--- config.mk ---
export PLATFORM = sky130hd
export DESIGN_NAME = time_of_day_counter
export DESIGN_NICKNAME = d
export VERILOG_FILES = /design/src/rtl/clock_pkg.sv /design/src/rtl/bcd_mod_counter.sv /design/src/rtl/time_of_day_counter.sv
export SDC_FILE = /design/constraint.sdc
export NUM_CORES = 1
export LEC_CHECK = 0
export CAP_MARGIN = 15
export CORE_ASPECT_RATIO = 0.75
export CORE_MARGIN = 2
export CORE_UTILIZATION = 43
export CTS_BUF_LIST = sky130_fd_sc_hd__clkbuf_8
export CTS_CLUSTER_SIZE = 20
export DETAILED_ROUTE_END_ITERATION = 12
export PLACE_DENSITY_LB_ADDON = 0.2
export SKIP_LAST_GASP = 1
export SYNTH_ARGS = -nofsm -noshare
export SYNTH_HDL_FRONTEND = slang
export SYNTH_SLANG_ARGS = --single-unit
--- constraint.sdc ---
create_clock -name CLOCK -period 2 [get_ports CLOCK]
set_input_delay 0.6 -clock CLOCK [delete_from_list [all_inputs] [get_ports CLOCK]]
set_output_delay 0.6 -clock CLOCK [all_outputs]
set_load 0.02 [all_outputs]
--- src/rtl/clock_pkg.sv ---
// ----------------------------------------------------------------------------
// clock_pkg
// Shared definitions for the time-of-day counter:
//   BCD_W      : width of one packed-BCD field (two digits)
//   BCD_ZERO   : 8'h00
//   BCD_59     : wrap value for minutes / seconds
//   BCD_23     : wrap value for hours
//   tod_t      : packed {hh, mm, ss} time-of-day value
//   bcd_valid  : both digits decimal and value not above a BCD limit
//   bcd_inc    : two-digit BCD increment (no wrap handling)
// ----------------------------------------------------------------------------
package clock_pkg;

    localparam int BCD_W = 8;

    localparam logic [BCD_W-1:0] BCD_ZERO = 8'h00;
    localparam logic [BCD_W-1:0] BCD_59   = 8'h59;
    localparam logic [BCD_W-1:0] BCD_23   = 8'h23;

    typedef struct packed {
        logic [BCD_W-1:0] hh;
        logic [BCD_W-1:0] mm;
        logic [BCD_W-1:0] ss;
    } tod_t;

    // For two legal BCD digits, numeric comparison of the packed byte matches
    // decimal ordering, so the limit check can be a plain unsigned compare.
    function automatic logic bcd_valid(input logic [BCD_W-1:0] v,
                                       input logic [BCD_W-1:0] lim);
        return (v[7:4] <= 4'd9) && (v[3:0] <= 4'd9) && (v <= lim);
    endfunction

    function automatic logic [BCD_W-1:0] bcd_inc(input logic [BCD_W-1:0] v);
        if (v[3:0] == 4'd9)
            return {v[7:4] + 4'd1, 4'd0};
        else
            return {v[7:4], v[3:0] + 4'd1};
    endfunction

endpackage

--- src/rtl/bcd_mod_counter.sv ---
// ----------------------------------------------------------------------------
// bcd_mod_counter
// Two-digit BCD counter that wraps to 00 after reaching a programmable max.
// Ports:
//   CLOCK     in   system clock
//   RESET     in   synchronous active-high reset (value -> 00)
//   inc       in   advance by one this cycle
//   load      in   replace value with load_val (wins over inc)
//   load_val  in   BCD value to load
//   max       in   BCD value after which the counter wraps
//   value     out  current BCD value
//   carry_out out  combinational: inc while value == max (wrap happening)
// ----------------------------------------------------------------------------
module bcd_mod_counter
    import clock_pkg::*;
(
    input  logic             CLOCK,
    input  logic             RESET,
    input  logic             inc,
    input  logic             load,
    input  logic [BCD_W-1:0] load_val,
    input  logic [BCD_W-1:0] max,
    output logic [BCD_W-1:0] value,
    output logic             carry_out
);

    assign carry_out = inc & (value == max);

    always_ff @(posedge CLOCK) begin
        if (RESET)
            value <= BCD_ZERO;
        else if (load)
            value <= load_val;
        else if (inc)
            value <= carry_out ? BCD_ZERO : bcd_inc(value);
    end

endmodule

--- src/rtl/time_of_day_counter.sv ---
// ----------------------------------------------------------------------------
// time_of_day_counter
// 24-hour BCD HH:MM:SS wall clock advanced by rising edges of TICK (1 Hz from
// the clock generator). TICK is sampled and edge-detected in the CLOCK domain.
// Ports:
//   CLOCK      in   system clock
//   RESET      in   synchronous active-high reset
//   TICK       in   1 Hz divided clock; each rising edge is one second
//   Enable     in   count enable; ticks seen while low are discarded
//   SET_LOAD   in   one-cycle request to load SET_TIME
//   SET_TIME   in   BCD {HH, MM, SS}
//   SECONDS    out  BCD seconds
//   MINUTES    out  BCD minutes
//   HOURS      out  BCD hours
//   SEC_PULSE  out  one-cycle strobe per accepted tick
//   DAY_ROLL   out  one-cycle strobe on 23:59:59 -> 00:00:00
//   LOAD_ERR   out  one-cycle strobe when a load value is rejected
// Optional (macro TIME_OF_DAY_ALARM_EN):
//   ALARM_SET  in   latch ALARM_TIME into the alarm register and arm it
//   ALARM_TIME in   BCD {HH, MM}
//   ALARM_ACK  in   clears ALARM
//   ALARM      out  sticky alarm flag, set when time reaches HH:MM:00
// ----------------------------------------------------------------------------
module time_of_day_counter
    import clock_pkg::*;
#(
    parameter logic [BCD_W-1:0] HOURS_MAX  = BCD_23,
    parameter logic [BCD_W-1:0] MINSEC_MAX = BCD_59
)(
    input  logic             CLOCK,
    input  logic             RESET,
    input  logic             TICK,
    input  logic             Enable,
    input  logic             SET_LOAD,
    input  logic [23:0]      SET_TIME,
    output logic [BCD_W-1:0] SECONDS,
    output logic [BCD_W-1:0] MINUTES,
    output logic [BCD_W-1:0] HOURS,
    output logic             SEC_PULSE,
    output logic             DAY_ROLL,
    output logic             LOAD_ERR
`ifdef TIME_OF_DAY_ALARM_EN
    ,
    input  logic             ALARM_SET,
    input  logic [15:0]      ALARM_TIME,
    input  logic             ALARM_ACK,
    output logic             ALARM
`endif
);

    tod_t set_tod;
    logic tick_d;
    logic tick_rise;
    logic accept;
    logic time_ok;
    logic load_ok;
    logic sec_carry;
    logic min_carry;
    logic hr_carry;
    logic alarm_err;

    assign set_tod   = tod_t'(SET_TIME);
    assign tick_rise = TICK & ~tick_d;
    // A load on the same cycle as a tick swallows that tick.
    assign accept    = tick_rise & Enable & ~SET_LOAD;
    assign time_ok   = bcd_valid(set_tod.hh, HOURS_MAX) &
                       bcd_valid(set_tod.mm, MINSEC_MAX) &
                       bcd_valid(set_tod.ss, MINSEC_MAX);
    assign load_ok   = SET_LOAD & time_ok;

    bcd_mod_counter u_sec (
        .CLOCK    (CLOCK),
        .RESET    (RESET),
        .inc      (accept),
        .load     (load_ok),
        .load_val (set_tod.ss),
        .max      (MINSEC_MAX),
        .value    (SECONDS),
        .carry_out(sec_carry)
    );

    bcd_mod_counter u_min (
        .CLOCK    (CLOCK),
        .RESET    (RESET),
        .inc      (sec_carry),
        .load     (load_ok),
        .load_val (set_tod.mm),
        .max      (MINSEC_MAX),
        .value    (MINUTES),
        .carry_out(min_carry)
    );

    bcd_mod_counter u_hr (
        .CLOCK    (CLOCK),
        .RESET    (RESET),
        .inc      (min_carry),
        .load     (load_ok),
        .load_val (set_tod.hh),
        .max      (HOURS_MAX),
        .value    (HOURS),
        .carry_out(hr_carry)
    );

`ifdef TIME_OF_DAY_ALARM_EN
    logic [15:0]      alarm_reg;
    logic             armed;
    logic             alarm_ok;
    logic             alarm_hit;
    logic [BCD_W-1:0] next_mm;
    logic [BCD_W-1:0] next_hh;

    assign alarm_ok  = bcd_valid(ALARM_TIME[15:8], HOURS_MAX) &
                       bcd_valid(ALARM_TIME[7:0], MINSEC_MAX);
    assign alarm_err = ALARM_SET & ~alarm_ok;

    // Look ahead to the time this tick produces; seconds land on 00 only when
    // they wrap, so a match is only possible on a seconds carry.
    assign next_mm   = min_carry ? BCD_ZERO :
                       (sec_carry ? bcd_inc(MINUTES) : MINUTES);
    assign next_hh   = hr_carry  ? BCD_ZERO :
                       (min_carry ? bcd_inc(HOURS) : HOURS);
    assign alarm_hit = armed & sec_carry & ({next_hh, next_mm} == alarm_reg);

    always_ff @(posedge CLOCK) begin
        if (RESET) begin
            alarm_reg <= 16'h0000;
            armed     <= 1'b0;
            ALARM     <= 1'b0;
        end else begin
            if (ALARM_SET && alarm_ok) begin
                alarm_reg <= ALARM_TIME;
                armed     <= 1'b1;
            end
            // A fresh match outranks a simultaneous acknowledge.
            if (alarm_hit)
                ALARM <= 1'b1;
            else if (ALARM_ACK)
                ALARM <= 1'b0;
        end
    end
`else
    assign alarm_err = 1'b0;
`endif

    always_ff @(posedge CLOCK) begin
        if (RESET) begin
            // Starting high means a TICK already high at release is not a rise.
            tick_d    <= 1'b1;
            SEC_PULSE <= 1'b0;
            DAY_ROLL  <= 1'b0;
            LOAD_ERR  <= 1'b0;
        end else begin
            tick_d    <= TICK;
            SEC_PULSE <= accept;
            DAY_ROLL  <= hr_carry;
            LOAD_ERR  <= (SET_LOAD & ~time_ok) | alarm_err;
        end
    end

endmodule

Yosys cells after proc, flatten, opt, wreduce, memory -nomap -nowiden
Index checks and enable logic that the tools add are counted.

Flip-flop bits (word level): 28. Word-level logic and storage cells: 71.

Add/subtract/negate cells: 6. Order comparisons: 9. Eq/ne operators: 6. Multiplexer cells: 12. Bitwise gates (word level): 13. Reductions and logical operators: 15.

Operator list (count): 8-bit two-way mux (12); 4-bit by 1-bit adder with 4-bit output, second input constant (6); 4-bit less-or-equal comparator, second input constant (6); 8-bit by 7-bit == test with 1-bit output, second input constant (2); 8-bit by 7-bit less-or-equal comparator with 1-bit output, second input constant (2); 4-bit == test, second input constant (3); 1-bit bitwise AND (10); 3-bit nonzero test (3); 8-bit by 6-bit == test with 1-bit output, second input constant (1); 8-bit by 6-bit less-or-equal comparator with 1-bit output, second input constant (1); 1-bit logical AND (6); 2-bit AND reduction (3); 2-bit nonzero test (3); 1-bit inverter (3).

Logic depth before layout (Yosys ltp)
Gate-level depths: netlist (run 1).

Depth in word-level cells: 10. Gate-level depth with buffers: 8. Gate-level depth less buffers: 7.

By module
Synthesis (run 1) repeated with hierarchy kept, for this count alone.

Cell total of the unflattened synthesis: 236. Area, all modules: 2099.5 um^2.

By module, submodules not included: bcd_mod_counter (times used 3, cells an instance 72, area each 638.1 um^2, seq. area each 160.2 um^2); time_of_day_counter (times used 1, cells an instance 20, area each 185.2 um^2, seq. area each 80.1 um^2).

Worst setup path after synthesis (run 1)
OpenSTA, ideal clock, no wires.

Path kind: reg2reg. From: register u_sec.value[4]. To: register u_hr.value[7]. Setup time: 86 ps. Data arrival time: 2072 ps. Setup slack: -158 ps. Cell stages (with the launch flop): 7. Period minus slack after synthesis: 2158 ps. Cells stage by stage: dfxtp_1 > ha_1 > nand3b_4 > nor4_4 > nand3_2 > or4_1 > a211oi_1.

Word-level cells in the longest chain between the ends: 7. Elaborated cells on any way between the ends: 10. Those cells by class: eq/ne: 1; mux: 3; bitwise: 3; reduce/logical: 3.

RTL lines: start: declaration (line bcd_mod_counter.sv:23) `output logic [BCD_W-1:0] value,`; start signal: assignment (line bcd_mod_counter.sv:33) `value <= load_val;`; start signal: assignment (line bcd_mod_counter.sv:35) `value <= carry_out ? BCD_ZERO : bcd_inc(value);`; 8-bit by 7-bit == test with 1-bit output (*) (line bcd_mod_counter.sv:27) `assign carry_out = inc & (value == max);`; 1-bit bitwise AND (*) (2 in a row) (line bcd_mod_counter.sv:27); 1-bit bitwise AND (line bcd_mod_counter.sv:27); 8-bit two-way mux (line bcd_mod_counter.sv:35); 8-bit two-way mux (line bcd_mod_counter.sv:34) `else if (inc)`; 8-bit two-way mux (line bcd_mod_counter.sv:32) `else if (load)`; end signal: assignment (line bcd_mod_counter.sv:33); end signal: assignment (line bcd_mod_counter.sv:35); end: declaration (line bcd_mod_counter.sv:23).

Mark *: on every way between the ends. The rest lies on a longest branch, timed or not. The select of a mux whose other input is x is not followed. A chain may end at the register's enable or synchronous reset.

Worst setup path in the final report (run 1)
From: register u_min.value[1]. To: register u_hr.value[6].

Word-level cells in the longest chain between the ends: 6. Elaborated cells on any way between the ends: 9. Those cells by class: eq/ne: 1; mux: 3; bitwise: 2; reduce/logical: 3.

RTL lines (line): start: declaration (bcd_mod_counter.sv:23); start signal: assignment (bcd_mod_counter.sv:33); start signal: assignment (bcd_mod_counter.sv:35); 8-bit by 7-bit == test with 1-bit output (*) (bcd_mod_counter.sv:27); 1-bit bitwise AND (*) (bcd_mod_counter.sv:27); 1-bit bitwise AND (bcd_mod_counter.sv:27); 8-bit two-way mux (bcd_mod_counter.sv:35); 8-bit two-way mux (bcd_mod_counter.sv:34); 8-bit two-way mux (bcd_mod_counter.sv:32).

Marks and branches as above.

==> results of run 1 <==
## what timing repair did
item                       in CTS  in global routing
setup endpoints to repair      25                 33
pin swaps                      15                 15
buffers inserted                6                  4
gates resized for setup        31                 36
cloned                          1                  0
## registers in the layout, indices dropped and copies added (netlist names)
register / count
u_sec.value: 8
u_hr.value: 8
LOAD_ERR: 1
SEC_PULSE: 1
u_min.value: 8
tick_d: 1
DAY_ROLL: 1
## cells in the mapped netlist, drive strengths merged (2+ instances only)
cell and n:
a211oi 10, a21oi 10, a2bb2oi 2, a311oi 5, a31oi 3, and2 2, and3 3, and3b 4
clkbuf 7, dfxtp 28, ha 12, inv 9, nand2 14, nand2b 2, nand3 14, nand3b 4
nand4 3, nand4b 3, nor2 14, nor3 13, nor4 3, o21a 2, o21ai 11, or2 3
or3 5, or4 2, xnor2 2
## power by group through the flow
stage	registers [W]	clock network [W]	logic, W
4_1_cts	0.000564	0.000369	0.000124
2_1_floorplan	0.000581	0	0.0000264
3_5_place_dp	0.000577	0	0.000120
5_1_grt	0.000565	0.000386	0.000137
6_report	0.000564	0.000356	0.000129
3_3_place_gp	0.000577	0	0.000119
## area by class of cell
cell class / instances / area share, %
sequential: 28 / 19.5
tap: 52 / 2.24
multi-input combinational: 157 / 41.1
inverter: 9 / 1.16
clock buffer: 4 / 1.90
timing repair buffer: 99 / 34.1
## metrics by stage
step | power, W | setup TNS, ns | setup slack, ns
2_1_floorplan | 0.000607 | -0.0951 | -0.0491
3_3_place_gp | 0.000696 | -9.61 | -0.512
3_5_place_dp | 0.000697 | -10.19 | -0.543
4_1_cts | 0.00106 | -0.0201 | -0.0125
5_1_grt | 0.00109 | -0.436 | -0.0773
6_report | 0.00105 | 0 | 0.0185
## layer usage
metal  GRT usage [%]  vias up  share of wire, %
li1                -      949                 -
met1            30.8      947                45
met2            37.5       74                48
met3            7.21        7               6.8
met4            6.23        0              0.77
met5               0        -                 0
## worst reg2reg max path, cell delays in order (launching register included)
cell,delay [ns]
dfxtp_2,0.34
inv_2,0.06
ha_4,0.14
nand3b_1,0.16
nor4_4,0.28
buf_4,0.18
nand3_2,0.07
buf_6,0.13
or3_1,0.33
a211oi_2,0.22
## layout by cell type (no fill, tap or decap), types with 3 or more instances in the layout
cell / synthesis / final
buf_4: 0 / 36
clkdlybuf4s50_1: 0 / 26
dfxtp_1: 28 / 24
dlymetal6s2s_1: 0 / 21
nand2_1: 14 / 14
nor2_1: 14 / 14
nor3_1: 13 / 13
nand3_1: 13 / 12
a21oi_1: 10 / 10
ha_1: 12 / 10
inv_1: 9 / 8
o21ai_0: 11 / 8
a211oi_1: 10 / 7
dlygate4sd2_1: 0 / 5
and3b_1: 4 / 4
a311oi_1: 5 / 4
or3_1: 5 / 4
clkbuf_8: 0 / 4
dfxtp_2: 0 / 4
nand4b_1: 3 / 3
a211oi_2: 0 / 3
nand4_1: 3 / 3
or2_2: 3 / 3
a31oi_1: 3 / 3
buf_2: 1 / 3
buf_12: 0 / 3
## path summary, 6_finish.rpt
| kind | startpoint | to | slack [ns] | cells past startpoint |
|---|---|---|---|---|
| setup reg to reg | u_min.value[1]$_SDFFE_PP0P_ | u_hr.value[6]$_SDFFE_PP0P_ | 0.02 | 9 |
| hold / removal | u_min.value[7]$_SDFFE_PP0P_ | u_min.value[7]$_SDFFE_PP0P_ | 0.52 | 2 |
| hold reg to reg | u_min.value[7]$_SDFFE_PP0P_ | u_min.value[7]$_SDFFE_PP0P_ | 0.52 | 2 |
| setup / recovery | u_min.value[1]$_SDFFE_PP0P_ | u_hr.value[6]$_SDFFE_PP0P_ | 0.02 | 9 |
## kinds of logic (layout without fill, tap and decap cells)
logic type               after synthesis  after routing
AND/OR/NAND/NOR                       94             94
AO/OA/AOI/OAI                         49             49
flip-flops                            28             28
buffers and inverters                 17            112
adder cells (fa/ha/maj)               12             12
XOR/XNOR                               2              2
==> flow_summary.json, run 1 <==
{
  "outcome": "finished clean",
  "power_density_nw_per_um2": 362,
  "path_buf_inv": 3,
  "post-route-util_pct": 77.7,
  "synth-simple-area-share_pct": 34.4,
  "setup_viol": 0,
  "cp_slowest_cell": "dfxtp_2",
  "internal_power_w": 0.000813,
  "final_area_um2": 2900,
  "synth_top_area_cell": "dfxtp_1",
  "period_needed_ns": 1.98,
  "synthesis.area_um2": 1710,
  "cts_max_level": 1,
  "maxSlewViolCount": 0,
  "multiInputGateArea_um2": 1190,
  "fin_skew_ns": 0.00189,
  "max_freq_ghz": 0.505,
  "clock-root-buffer": "clkbuf_8",
  "die_w_um": 76.9,
  "drive_above_1_share_pct": 27.6,
  "grt_pass1_vias": 1826,
  "yosys_warnings": 0,
  "clk_pin_slew_worst_paths_ns": 0.10,
  "ant_nets": 0,
  "crit_fanout": 3,
  "cp_top_family": "simple AND/OR/NAND/NOR gates",
  "grt_antenna_before_repair": 0,
  "dp_hpwl_mm": 3.64,
  "pwr-share-comb_pct": 12.3,
  "synth_edf_count": 0,
  "end_kind": "flop",
  "start_kind": "flop",
  "via_per_inst": 5.66,
  "ir_drop_mv": 0.335,
  "synth_top_family_by_area": "simple AND/OR/NAND/NOR gates",
  "synth_xor_area_share_pct": 1.02,
  "slew_headroom_pct": 78.3,
  "ys_types": 42,
  "place_area_um2": 2580,
  "power_frac_clock_pct": 33.9,
  "place_congestion": 0.838,
  "synth_seq_cells": 28,
  "yosysSeqAreaShare_pct": 32.7,
  "slowest_delay_ns": 0.34,
  "rsz0062_at_grt": "yes",
  "overflow": 0,
  "cts.path.max_buffers": 2,
  "dp.cells": 334,
  "synth_area_leaders": "dfxtp_1, ha_1, a211oi_1, nand3_1, nor3_1",
  "num_vias": 1977,
  "grt_max_degree": 29,
  "syn_to_final_growth_pct": 69.5,
  "cap_violations": 0,
  "synth_top_area_share_pct": 32.7,
  "drtPass1Iterations": 4,
  "timing.final.crit_share_pct": 99.1,
  "portBuffers": 55,
  "fin_nets": 339,
  "drt-total-wl_mm": 5.59,
  "coreArea_um2": 3730,
  "drt_iter0_drc": 113,
  "clkSinkCount": 28,
  "seqPwrFrac_pct": 53.8,
  "worst_hold_slack_ns": 0.520,
  "tritoncts": "built",
  "cts_hold_buffers": 0,
  "drc": 0,
  "hold_viol": 0,
  "p_sw_share_pct": 22.6,
  "synth_compound_area_share_pct": 19.3,
  "die_area_um2": 4510,
  "fin_cells": 349,
  "row_count": 19,
  "synth_nets": 243,
  "cellLeakagePower_nw": 1.44,
  "synth.avg_cell_area_um2": 8.47,
  "post_synth_fa_ha_maj_area_fraction_pct": 8.77,
  "routedWlPerCell_um": 16.0,
  "io_pins": 56,
  "fill_cells": 274,
  "regArea_um2": 566,
  "synth_mux_area_share_pct": 0,
  "cp.arrival_ns": 2.19,
  "path_cells": "inv_2, ha_4, nand3b_1, nor4_4, buf_4, nand3_2, buf_6, or3_1, a211oi_2",
  "track_usage_pct": 23.3,
  "max_slew.worst_pin.slew_ns": 0.325,
  "antennaDiodeCount": 0,
  "cp.required_ns": 2.21,
  "synthArstFlopShare_pct": 0,
  "power.switching_w": 0.000237,
  "setup.worst_path.class": "flop to flop",
  "netlist_instances": 202,
  "die_h_um": 58.6,
  "cts_made_buffers": 3,
  "grt_pass1_wl_mm": 8.44,
  "worstSkewPairLatency_ns": 0.27,
  "initial_core_util_pct": 45.9,
  "synth_ff_type": "dfxtp_1",
  "hold_class": "flop to flop"
}
No activity file was read; power rests on OpenSTA's default activity.
==> run 2: changes to the inputs <==
--- a/config.mk
+++ b/config.mk
@@ -8,7 +8,7 @@
 export CAP_MARGIN = 15
 export CORE_ASPECT_RATIO = 0.75
 export CORE_MARGIN = 2
-export CORE_UTILIZATION = 43
+export CORE_UTILIZATION = 45
 export CTS_BUF_LIST = sky130_fd_sc_hd__clkbuf_8
 export CTS_CLUSTER_SIZE = 20
 export DETAILED_ROUTE_END_ITERATION = 12
@@ -16,4 +16,5 @@
 export SKIP_LAST_GASP = 1
 export SYNTH_ARGS = -nofsm -noshare
 export SYNTH_HDL_FRONTEND = slang
+export SYNTH_HIERARCHICAL = 1
 export SYNTH_SLANG_ARGS = --single-unit
==> run 2 against run 1 <==
The run now ends with setup timing left. Critical path depth rose by 1. First-iteration DRC count rose by 64%. Clock power rose by 4%. Combinational power rose by 84%. Sequential share of layout area fell by 3.7 points. Die area rose by 16%. Global-route usage rose by 2.7 points. Final area rose by 22%. Cell count rose by 21%. Via count rose by 22%. Fmax fell by 11%. Critical endpoint is now u_hr/value[7]$_SDFFE_PP0P_. Highest routed layer unchanged.
==> flow_summary.json, run 2 <==
{
  "synth_seq_cells": 28,
  "hold_viol": 0,
  "grt_pass1_wl_mm": 11.2,
  "grt_antenna_before_repair": 0,
  "drt-total-wl_mm": 7.31,
  "ir_drop_mv": 0.283,
  "start_kind": "primary input",
  "antennaDiodeCount": 0,
  "yosys_warnings": 6,
  "worst_r2r_endpoint": "u_hr/value[7]$_SDFFE_PP0P_",
  "synth_area_leaders": "dfxtp_1, xnor2_1, o32ai_1, a21oi_1, ha_1",
  "pwr-share-comb_pct": 20.2,
  "outcome": "finished, violations left",
  "initial_core_util_pct": 47.0,
  "yosysSeqAreaShare_pct": 26.7,
  "drt_iter0_drc": 185,
  "cap_violations": 0,
  "period_needed_ns": 2.23,
  "drtPass1Iterations": 6,
  "hold_end": "tick_d$_SDFF_PP1_",
  "failed_checks": "setup timing",
  "rsz0062_at_grt": "yes",
  "reg2reg_from": "u_sec/value[1]$_SDFFE_PP0P_",
  "final_cell_mix": "buf_4, dfxtp_1, xnor2_1",
  "hold_depth": 2,
  "dp.cells": 407,
  "clk_pin_slew_worst_paths_ns": 0.10,
  "internal_power_w": 0.000856,
  "num_vias": 2417,
  "setup.worst_path.class": "primary input to flop",
  "power.switching_w": 0.000322,
  "die_w_um": 82.9,
  "synth_common_cells": "dfxtp_1, xnor2_1, a21oi_1",
  "portBuffers": 55,
  "ys_types": 37,
  "cp_top_family": "simple AND/OR/NAND/NOR gates",
  "clock-root-buffer": "clkbuf_8",
  "synthArstFlopShare_pct": 0,
  "cpMostUsedCell": "nor3_4",
  "ant_nets": 0,
  "ff2ff_setup_slack_ns": -0.22,
  "cts.path.max_buffers": 2,
  "timing.final.crit_share_pct": 112,
  "place_congestion": 0.913,
  "cellLeakagePower_nw": 1.66,
  "grt_max_degree": 16,
  "place_area_um2": 3140,
  "maxSlewViolCount": 0,
  "fin_nets": 405,
  "top_regs": "u_hr/value: 8 flops, u_min/value: 8 flops, u_sec/value: 8 flops",
  "path_cells": "buf_6, and4bb_4, nand4_4, nor3_4, nand4_2, nor3_4, and4b_4, nand4_1, xor2_1, o41ai_2",
  "synth_most_common_cell": "dfxtp_1",
  "tritoncts": "built",
  "drc": 0,
  "netlist_instances": 236,
  "die_h_um": 63.2,
  "cts_made_buffers": 3,
  "worst_hold_slack_ns": 0.531,
  "drive_above_1_share_pct": 33.3,
  "grt_pass1_vias": 2311,
  "path_buf_inv": 1,
  "setup_ws_ns": -0.232,
  "synth.avg_cell_area_um2": 8.90,
  "end_kind": "flop",
  "crit_fanout": 3,
  "cp.required_ns": 2.18,
  "cp_slowest_cell": "and4bb_4",
  "p_sw_share_pct": 27.3,
  "cts_max_level": 1,
  "power_frac_clock_pct": 31.5,
  "seqPwrFrac_pct": 48.3,
  "die_area_um2": 5230,
  "worstSkewPairLatency_ns": 0.28,
  "dp_hpwl_mm": 4.79,
  "synth_top_area_cell": "dfxtp_1",
  "cp.arrival_ns": 2.42,
  "hp-start": "TICK",
  "ff2ff_path_depth": 9,
  "slowest_delay_ns": 0.30,
  "io_pins": 56,
  "via_per_inst": 5.71,
  "routedWlPerCell_um": 17.3,
  "synth_ff_type": "dfxtp_1",
  "final_area_um2": 3540,
  "synthesis.area_um2": 2100,
  "overflow": 0,
  "power_density_nw_per_um2": 333,
  "max_freq_ghz": 0.448,
  "coreArea_um2": 4470,
  "syn_to_final_growth_pct": 68.6,
  "row_count": 21,
  "fin_skew_ns": 0.00464,
  "setup_viol": 10,
  "synth_edf_count": 0,
  "hold_class": "primary input to flop",
  "cp-startpoint": "SET_LOAD",
  "mostFrequentLayoutCell": "buf_4",
  "synth_top_area_share_pct": 26.7,
  "track_usage_pct": 26.0,
  "fin_cells": 423,
  "clkSinkCount": 28
}
-- run 2: cell types whose count changed in the layout (fill, tap and decap cells not counted), moves of 7 or more --
cell / previous run / this run
dlymetal6s2s_1: 21 / 14
xnor2_1: 2 / 26
dlygate4sd2_1: 5 / 20
nor3_1: 13 / 3
conb_1: 0 / 24
o32ai_1: 0 / 10
buf_4: 36 / 46
nor2_1: 14 / 3
a21oi_2: 0 / 9
clkdlybuf4s50_1: 26 / 13
-- run 2: power groups by stage --
stage	clock network [W]	logic, W	registers (W)
2_1_floorplan	0	0.0000970	0.000589
3_3_place_gp	0	0.000221	0.000582
3_5_place_dp	0	0.000223	0.000582
4_1_cts	0.000376	0.000223	0.000569
5_1_grt	0.000396	0.000252	0.000570
6_report	0.000371	0.000238	0.000569
-- run 2: kinds of logic (layout without fill, tap and decap cells) --
group,Yosys count,after routing,synth area share [%]
buffers and inverters,18,126,3.40
AO/OA/AOI/OAI,78,78,28.1
other,2,24,0.358
flip-flops,28,28,26.7
adder cells (fa/ha/maj),9,9,5.36
XOR/XNOR,33,33,13.8
AND/OR/NAND/NOR,68,68,22.3
-- run 2: worst max-delay path by stage --
stage / to / slack (ns) / depth (start not counted)
5_1_grt: u_hr/value[7]$_SDFFE_PP0P_ / -0.35 / 9
6_report: u_hr/value[7]$_SDFFE_PP0P_ / -0.23 / 10
3_5_place_dp: u_hr/value[6]$_SDFFE_PP0P_ / -0.81 / 10
3_3_place_gp: u_hr/value[7]$_SDFFE_PP0P_ / -0.71 / 10
4_1_cts: u_hr/value[7]$_SDFFE_PP0P_ / -0.32 / 10
2_1_floorplan: u_hr/value[1]$_SDFFE_PP0P_ / -0.99 / 8
-- run 2: layout make-up --
type | count | area, um2
clock buffer | 4 | 55.1
fill | 302 | 927
inverter | 9 | 33.8
multi-input combinational | 212 | 1740
sequential | 28 | 561
tap | 57 | 71.3
timing repair buffer | 113 | 1080
-- run 2: through the flow --
step / total power [W] / TNS, ns / utilization [%] / setup WS [ns]
after CTS: 0.00117 / -1.87 / 76.9 / -0.317
final: 0.00118 / -1.26 / 79.2 / -0.232
after floorplan: 0.000686 / -11.37 / - / -0.989
after global placement: 0.000803 / -14.44 / 70.2 / -0.711
after detailed placement: 0.000806 / -15.94 / 70.2 / -0.811
after global routing: 0.00122 / -2.53 / 79.2 / -0.353
-- run 2: routing by layer --
layer  wire length [um]  GRT usage, %  vias up
li1                   -             -     1132
met2               3620          45.9      126
met3                536          3.93       13
met5                  0             0        -
met1               3040          33.8     1146
met4                108          5.12        0
-- run 2: worst reg2reg max path, stage by stage, from the launching register on --
cell     delay [ns]
dfxtp_1        0.34
xnor2_1        0.24
nand2_1        0.15
nor3_4         0.22
nand4_2        0.14
nor3_4         0.22
and4b_4        0.28
nand4_1        0.11
xor2_1         0.18
o41ai_2        0.23
-- run 2: timing repair --
| item | in CTS | in global routing |
|---|---|---|
| cloned | 4 | 0 |
| gates resized for setup | 76 | 37 |
| setup buffers | 6 | 3 |
| setup endpoints to repair | 31 | 38 |
| hold buffers | 0 | 0 |
| pin swaps | 25 | 18 |
